**src/rtl/imm_pkg.sv**
```systemverilog
// Shared definitions for the instruction encoder and the immediate generator:
// immediate-format selector, the canonical NOP word and per-format immediate limits.
package imm_pkg;

    typedef enum logic [2:0] {
        IMM_I = 3'b000,
        IMM_S = 3'b001,
        IMM_B = 3'b010,
        IMM_U = 3'b011,
        IMM_J = 3'b100
    } imm_sel_e;

    // addi x0, x0, 0
    localparam logic [31:0] NOP_INSTR = 32'h0000_0013;

    // Inclusive signed limits; B and J additionally require an even value
    localparam int signed IS_MIN = -2048;
    localparam int signed IS_MAX = 2047;
    localparam int signed B_MIN  = -4096;
    localparam int signed B_MAX  = 4094;
    localparam int signed J_MIN  = -1048576;
    localparam int signed J_MAX  = 1048574;

endpackage

```
**src/rtl/imm_gen.sv**
```systemverilog
// Immediate generator: extracts the sign-extended immediate of an RV32 instruction.
// Only built when ENC_SELFCHECK_EN is defined, where the encoder uses it to
// re-decode its own output.
`ifdef ENC_SELFCHECK_EN
module imm_gen
    import imm_pkg::*;
(
    input  logic [31:0] instr,
    input  logic [2:0]  imm_sel,
    output logic [31:0] imm
);

    // Reassemble the scattered immediate bits for each format
    always_comb begin
        imm = '0;
        case (imm_sel)
            IMM_I:   imm = {{20{instr[31]}}, instr[31:20]};
            IMM_S:   imm = {{20{instr[31]}}, instr[31:25], instr[11:7]};
            IMM_B:   imm = {{19{instr[31]}}, instr[31], instr[7], instr[30:25], instr[11:8], 1'b0};
            IMM_U:   imm = {instr[31:12], 12'b0};
            IMM_J:   imm = {{11{instr[31]}}, instr[31], instr[19:12], instr[20], instr[30:21], 1'b0};
            default: imm = '0;
        endcase
    end

endmodule
`endif

```
**src/rtl/imm_range_chk.sv**
```systemverilog
// Combinational range/alignment check of an immediate against its instruction format.
// Unassigned selector codes are always reported as errors.
module imm_range_chk
    import imm_pkg::*;
(
    input  logic [2:0]         imm_sel,
    input  logic signed [31:0] imm,
    output logic               err
);

    // Flag immediates that cannot be represented in the selected format
    always_comb begin
        err = 1'b0;
        case (imm_sel)
            IMM_I, IMM_S: err = (imm < IS_MIN) || (imm > IS_MAX);
            IMM_B:        err = (imm < B_MIN) || (imm > B_MAX) || imm[0];
            IMM_U:        err = |imm[11:0];
            IMM_J:        err = (imm < J_MIN) || (imm > J_MAX) || imm[0];
            default:      err = 1'b1;
        endcase
    end

endmodule

```
**src/rtl/instr_encoder.sv**
```systemverilog
// RV32 instruction encoder: packs fields plus an immediate into I/S/B/U/J words and
// streams them, with byte addresses, into program memory through a two-stage
// valid/ready pipeline. Words with an unencodable immediate become NOPs.
// Optional feature ENC_SELFCHECK_EN: re-decode each packed word and report
// disagreement with the original immediate on chk_fail.
module instr_encoder
    import imm_pkg::*;
#(
    parameter logic [31:0] BASE_ADDR = 32'h0000_0000,
    parameter int          DEPTH     = 256
) (
    input  logic               clk,
    input  logic               rst_n,
    input  logic               clear,
    input  logic               in_valid,
    output logic               in_ready,
    input  logic [2:0]         imm_sel,
    input  logic [6:0]         opcode,
    input  logic [4:0]         rd,
    input  logic [2:0]         funct3,
    input  logic [4:0]         rs1,
    input  logic [4:0]         rs2,
    input  logic signed [31:0] imm,
    output logic               out_valid,
    input  logic               out_ready,
    output logic [31:0]        out_instr,
    output logic [31:0]        out_addr,
    output logic               out_err,
    output logic [7:0]         err_cnt,
`ifdef ENC_SELFCHECK_EN
    output logic               chk_fail,
`endif
    output logic               wrap
);

    localparam logic [31:0] LAST_ADDR = BASE_ADDR + 32'(4 * (DEPTH - 1));

    function automatic logic [7:0] sat_inc8(input logic [7:0] v);
        return (v == 8'hFF) ? v : v + 8'd1;
    endfunction

    function automatic logic [31:0] pack_word(
        input logic [2:0]         sel,
        input logic [6:0]         op,
        input logic [4:0]         rd_f,
        input logic [2:0]         f3,
        input logic [4:0]         rs1_f,
        input logic [4:0]         rs2_f,
        input logic signed [31:0] im
    );
        logic [31:0] w;
        case (sel)
            IMM_I:   w = {im[11:0], rs1_f, f3, rd_f, op};
            IMM_S:   w = {im[11:5], rs2_f, rs1_f, f3, im[4:0], op};
            IMM_B:   w = {im[12], im[10:5], rs2_f, rs1_f, f3, im[4:1], im[11], op};
            IMM_U:   w = {im[31:12], rd_f, op};
            IMM_J:   w = {im[20], im[10:1], im[11], im[19:12], rd_f, op};
            default: w = NOP_INSTR;
        endcase
        return w;
    endfunction

    logic               vld_p1;
    logic [2:0]         sel_p1;
    logic [6:0]         op_p1;
    logic [4:0]         rd_p1;
    logic [2:0]         f3_p1;
    logic [4:0]         rs1_p1;
    logic [4:0]         rs2_p1;
    logic signed [31:0] imm_p1;
    logic               err_p1;
    logic               err_c;
    logic [31:0]        raw_p1;
    logic               s2_move;
    logic               in_fire;
    logic               out_fire;

    imm_range_chk u_range (
        .imm_sel (imm_sel),
        .imm     (imm),
        .err     (err_c)
    );

    assign s2_move  = !out_valid || out_ready;
    assign in_ready = !vld_p1 || s2_move;
    assign in_fire  = in_valid && in_ready;
    assign out_fire = out_valid && out_ready;
    assign raw_p1   = pack_word(sel_p1, op_p1, rd_p1, f3_p1, rs1_p1, rs2_p1, imm_p1);

    // ---- stage 1: capture fields and range verdict ----
    // Stage-1 occupancy; clear drops the word held here
    always_ff @(posedge clk or negedge rst_n) begin
        if (!rst_n) begin
            vld_p1 <= 1'b0;
        end else if (clear) begin
            vld_p1 <= 1'b0;
        end else if (in_ready) begin
            vld_p1 <= in_valid;
        end
    end

    // Stage-1 payload, loaded on every input handshake
    always_ff @(posedge clk) begin
        if (in_fire) begin
            sel_p1 <= imm_sel;
            op_p1  <= opcode;
            rd_p1  <= rd;
            f3_p1  <= funct3;
            rs1_p1 <= rs1;
            rs2_p1 <= rs2;
            imm_p1 <= imm;
            err_p1 <= err_c;
        end
    end

    // ---- stage 2: packed word, address counter and error bookkeeping ----
    // Output register, address/wrap tracking and saturating error count
    always_ff @(posedge clk or negedge rst_n) begin
        if (!rst_n) begin
            out_valid <= 1'b0;
            out_instr <= '0;
            out_err   <= 1'b0;
            out_addr  <= BASE_ADDR;
            err_cnt   <= '0;
            wrap      <= 1'b0;
        end else if (clear) begin
            out_valid <= 1'b0;
            out_addr  <= BASE_ADDR;
            wrap      <= 1'b0;
        end else begin
            wrap <= 1'b0;
            if (out_fire) begin
                if (out_addr == LAST_ADDR) begin
                    out_addr <= BASE_ADDR;
                    wrap     <= 1'b1;
                end else begin
                    out_addr <= out_addr + 32'd4;
                end
                if (out_err)
                    err_cnt <= sat_inc8(err_cnt);
            end
            if (s2_move) begin
                out_valid <= vld_p1;
                if (vld_p1) begin
                    out_instr <= err_p1 ? NOP_INSTR : raw_p1;
                    out_err   <= err_p1;
                end
            end
        end
    end

`ifdef ENC_SELFCHECK_EN
    logic [31:0] dec_imm;

    imm_gen u_dec (
        .instr   (raw_p1),
        .imm_sel (sel_p1),
        .imm     (dec_imm)
    );

    // Round-trip verdict travels with the word into stage 2; NOP-replaced words never flag
    always_ff @(posedge clk or negedge rst_n) begin
        if (!rst_n) begin
            chk_fail <= 1'b0;
        end else if (clear) begin
            chk_fail <= 1'b0;
        end else if (s2_move && vld_p1) begin
            chk_fail <= !err_p1 && (dec_imm != imm_p1);
        end
    end
`endif

endmodule

```
**config.mk**
```make
export PLATFORM = sky130hd
export DESIGN_NAME = instr_encoder
export DESIGN_NICKNAME = d
export VERILOG_FILES = /design/src/rtl/imm_pkg.sv /design/src/rtl/imm_gen.sv /design/src/rtl/imm_range_chk.sv /design/src/rtl/instr_encoder.sv
export SDC_FILE = /design/constraint.sdc
export NUM_CORES = 1
export LEC_CHECK = 0
export ABC_AREA = 0
export BUFFER_PORTS_ARGS = -buffer_cell sky130_fd_sc_hd__buf_2
export CAP_MARGIN = 5
export CORE_MARGIN = 2
export CORE_UTILIZATION = 50
export DETAILED_ROUTE_END_ITERATION = 8
export PLACE_DENSITY = 0.75
export SKIP_CTS_REPAIR_TIMING = 1
export SYNTH_ARGS = -nofsm -noshare
export SYNTH_HDL_FRONTEND = slang
export SYNTH_SLANG_ARGS = --single-unit
```
**constraint.sdc**
```tcl
create_clock -name clk -period 3.6 [get_ports clk]
set_clock_uncertainty 0.1 [all_clocks]
set_input_delay 0.36 -clock clk [delete_from_list [all_inputs] [get_ports clk]]
set_output_delay 0.36 -clock clk [all_outputs]
set_load 0.1 [all_outputs]
```
==> qor.yml <==
setup_path:
  path_max_fanout: 9
  r2r_start: "out_addr[14]"
  crit_path_cell_trace: "nor4_1 -> nand4_1 -> o21ai_1 -> o22ai_1 -> a21o_1"
  crit_path_end_kind: "register"
  reg2reg_slack_ps: 1160
  cp_slowest_stage_delay_ps: 620
  cp-start-kind: "register"
  arrival_ps: 2640
  cp.buffers_inverters: 0
  slowest_stage: "o21ai_1"
  required_ps: 3800
  rr_worst_depth: 5
  path_class: "reg -> reg"
  r2r-end: "out_addr[13]"
  path_delay_family: "compound AO/OA/AOI/OAI gates"
global_routing:
  grt_pass1_vias: 4485
  grt_use_total_pct: 22.3
  overflow: 0
  grt_max_degree: 75
  antenna_found_initial: 0
  grt_first_pass_wirelength_um: 22500
routing:
  num_vias: 4826
  wl_um: 13800
  firstDrtPassIters: 5
  drt_iter0_markers: 478
  routed_via_density: 5.78
  ant_nets: 0
  drc: 0
  wl_per_cell_um: 16.6
final_layout:
  post-route-util_pct: 62.7
  seq_area_sq_um: 3680
  nets: 742
  instances_no_fill: 835
  fillers: 966
  multi_input_area_sq_um: 2260
  area_delta_synth_final_pct: 22.9
  antenna_cells: 0
  drive_gt1_share_pct: 28.1
clock_network:
  cts_tree: "yes"
  cts_buffers: 17
  htreeDepth: 4
  cts.clk_slew.worst_paths_ps: 60
  clk_path_buf_depth: 2
  clk-insertion-delay-late_ps: 410
  cts_root_buffer: "clkbuf_16"
  cts.sinks: 135
power_and_ir_drop:
  intPower_mw: 2.84
  sequentialPowerShare_pct: 44.4
  switching_power_mw: 1.13
  fin_total_pwr_mw: 3.97
  p_comb_share_pct: 14.7
  ir_drop_uv: 344
  p_clk_share_pct: 40.9
  powerDensity_nw_per_um2: 532
  leakage_nw: 3.26
  swShare_pct: 28.5
sta:
  timing.hold.ws_ps: -17.4
  finalHoldViolations: 14
  relSlewSlack_pct: 37.8
  slew_viol_final: 0
  fin_crit_sh_pct: 67.7
  tns_ps: 0
  finalCriticalPeriod_ps: 2440
  worstMarginPinSlew_ps: 932
  fmax_mhz: 410
  rsz0062_at_grt: "no"
  finalSetupViolations: 0
  setup_ws_ps: 1160
synthesis:
  synthesis.instances: 536
  ys_warn_count: 0
  avgSynthCellArea_sq_um: 11.3
  ys_types: 54
  yosysTopAreaCellShare_pct: 30.5
  synth_seq_cells: 135
  synth.area.top_cells: "dfrtp_1, edfxtp_1, a21oi_1"
  ys_async_sr_fraction_pct: 54.8
  synth.most_common_cell: "dfrtp_1"
  synth_area_sq_um: 6080
  ys_seq_area_share_pct: 60.6
  synth-edff-count: 61
  synth_top_area_cell: "dfrtp_1"
  synthFlopType: "dfrtp_1"
  yosys-top-cells-count: "dfrtp_1, edfxtp_1, nand2_1"
die:
  rows: 40
  core_sq_um: 11900
  io_pins: 141
  initial_core_util_pct: 51.0
  die_area_sq_um: 13000
  fp.dieW_um: 114
  die_h_um: 114
flow_run:
  drv_cap: 0
status:
  run_status: "finished, violations left"
  failed_checks: "negative hold slack"
placed_design:
  dpl_worst_slack_ps: 1200
  gp_congestion: 0.889
  port_buffers: 138
  dp.cells: 801
  dp_hpwl_um: 9980
hold_path:
  holdCritPathClass: "in -> async"
worst register-to-register path: stages (launching register included):
cell and delay, ps:
dfrtp_1 460, nor4_1 460, nand4_1 340, o21ai_1 630
o22ai_1 150, a21o_1 190
cells by family (layout without fill, tap and decap cells):
family	after synthesis	count (layout)	share of synthesized area (%)
and+or+nand+nor	197	197	17.2
AOI/OAI and AO/OA	139	139	14.6
DFF	135	135	60.6
buffers and inverters	32	183	2.29
xor gates and xnor gates	17	17	2.45
muxes	13	13	2.37
adders and majority gates	2	2	0.412
other	1	2	0.0617
worst max-delay path by stage:
stage                               end    startpoint  cells after the start  slack (ps)
after floorplan                  err_p1     out_valid                      3         380
after global placement     out_addr[21]  out_addr[14]                      5        1280
after detailed placement   out_instr[6]     sel_p1[0]                      3        1200
after CTS                  out_instr[6]     sel_p1[0]                      3        1180
after global routing      out_instr[31]     out_valid                      4         980
final                      out_addr[13]  out_addr[14]                      5        1160
cells in the final DEF (no fill, tap or decap), types with 9 or more instances in the layout:
master	netlist	layout
a31oi_1	9	9
edfxtp_1	61	61
a22oi_1	17	17
nor2_1	38	38
nand2_1	42	42
nor2b_1	21	21
o21ai_0	15	15
a21oi_1	41	41
a22o_1	14	14
clkbuf_16	0	18
nor4_1	13	13
nand3_1	19	19
xnor2_1	11	11
o21ai_1	11	11
mux2_2	11	11
nand4_1	15	15
buf_2	6	137
o22ai_1	12	12
dfrtp_1	74	74
nor3_1	18	18
final cells by class:
cell class / instances / share of cell area [%]
Inverter: 6 / 0.302
Tap cell: 147 / 2.46
Clock buffer: 21 / 6.32
Multi-Input combinational cell: 370 / 30.2
Clock inverter: 11 / 1.31
Timing Repair Buffer: 145 / 10.1
Sequential cell: 135 / 49.3
per-layer routing:
| metal | vias up | routed length [um] | global-route usage [%] |
|---|---|---|---|
| met5 | - | 0 | 0 |
| met4 | 0 | 206 | 7.32 |
| met1 | 2332 | 5860 | 28.8 |
| met2 | 179 | 6860 | 36.7 |
| met3 | 17 | 921 | 5.88 |
| li1 | 2298 | - | - |
power groups by stage:
stage               Clock (mW)  Combinational (mW)  Sequential, mW
global route              1.74               0.621            1.77
CTS                       1.66               0.586            1.76
finish                    1.62               0.585            1.76
floorplan                    0               0.160            2.06
detailed placement           0               0.586            1.79
global placement             0               0.576            1.79
sequential cells by signal, indices dropped and copies added, names as in the netlist:
name,flops
imm_p1,32
out_instr,32
out_addr,30
err_cnt,8
op_p1,7
rd_p1,5
rs1_p1,5
rs2_p1,5
f3_p1,3
sel_p1,3
err_p1,1
out_err,1
out_valid,1
vld_p1,1
wrap,1
stage by stage:
stage,instance area [sq um],hold WS (ps)
after CTS,7450,0.538
after global placement,6880,358
after detailed placement,6880,363
after global routing,7470,1.81
final,7470,-17.4
after floorplan,6080,-35.6
(Power assumes the default switching activity.)
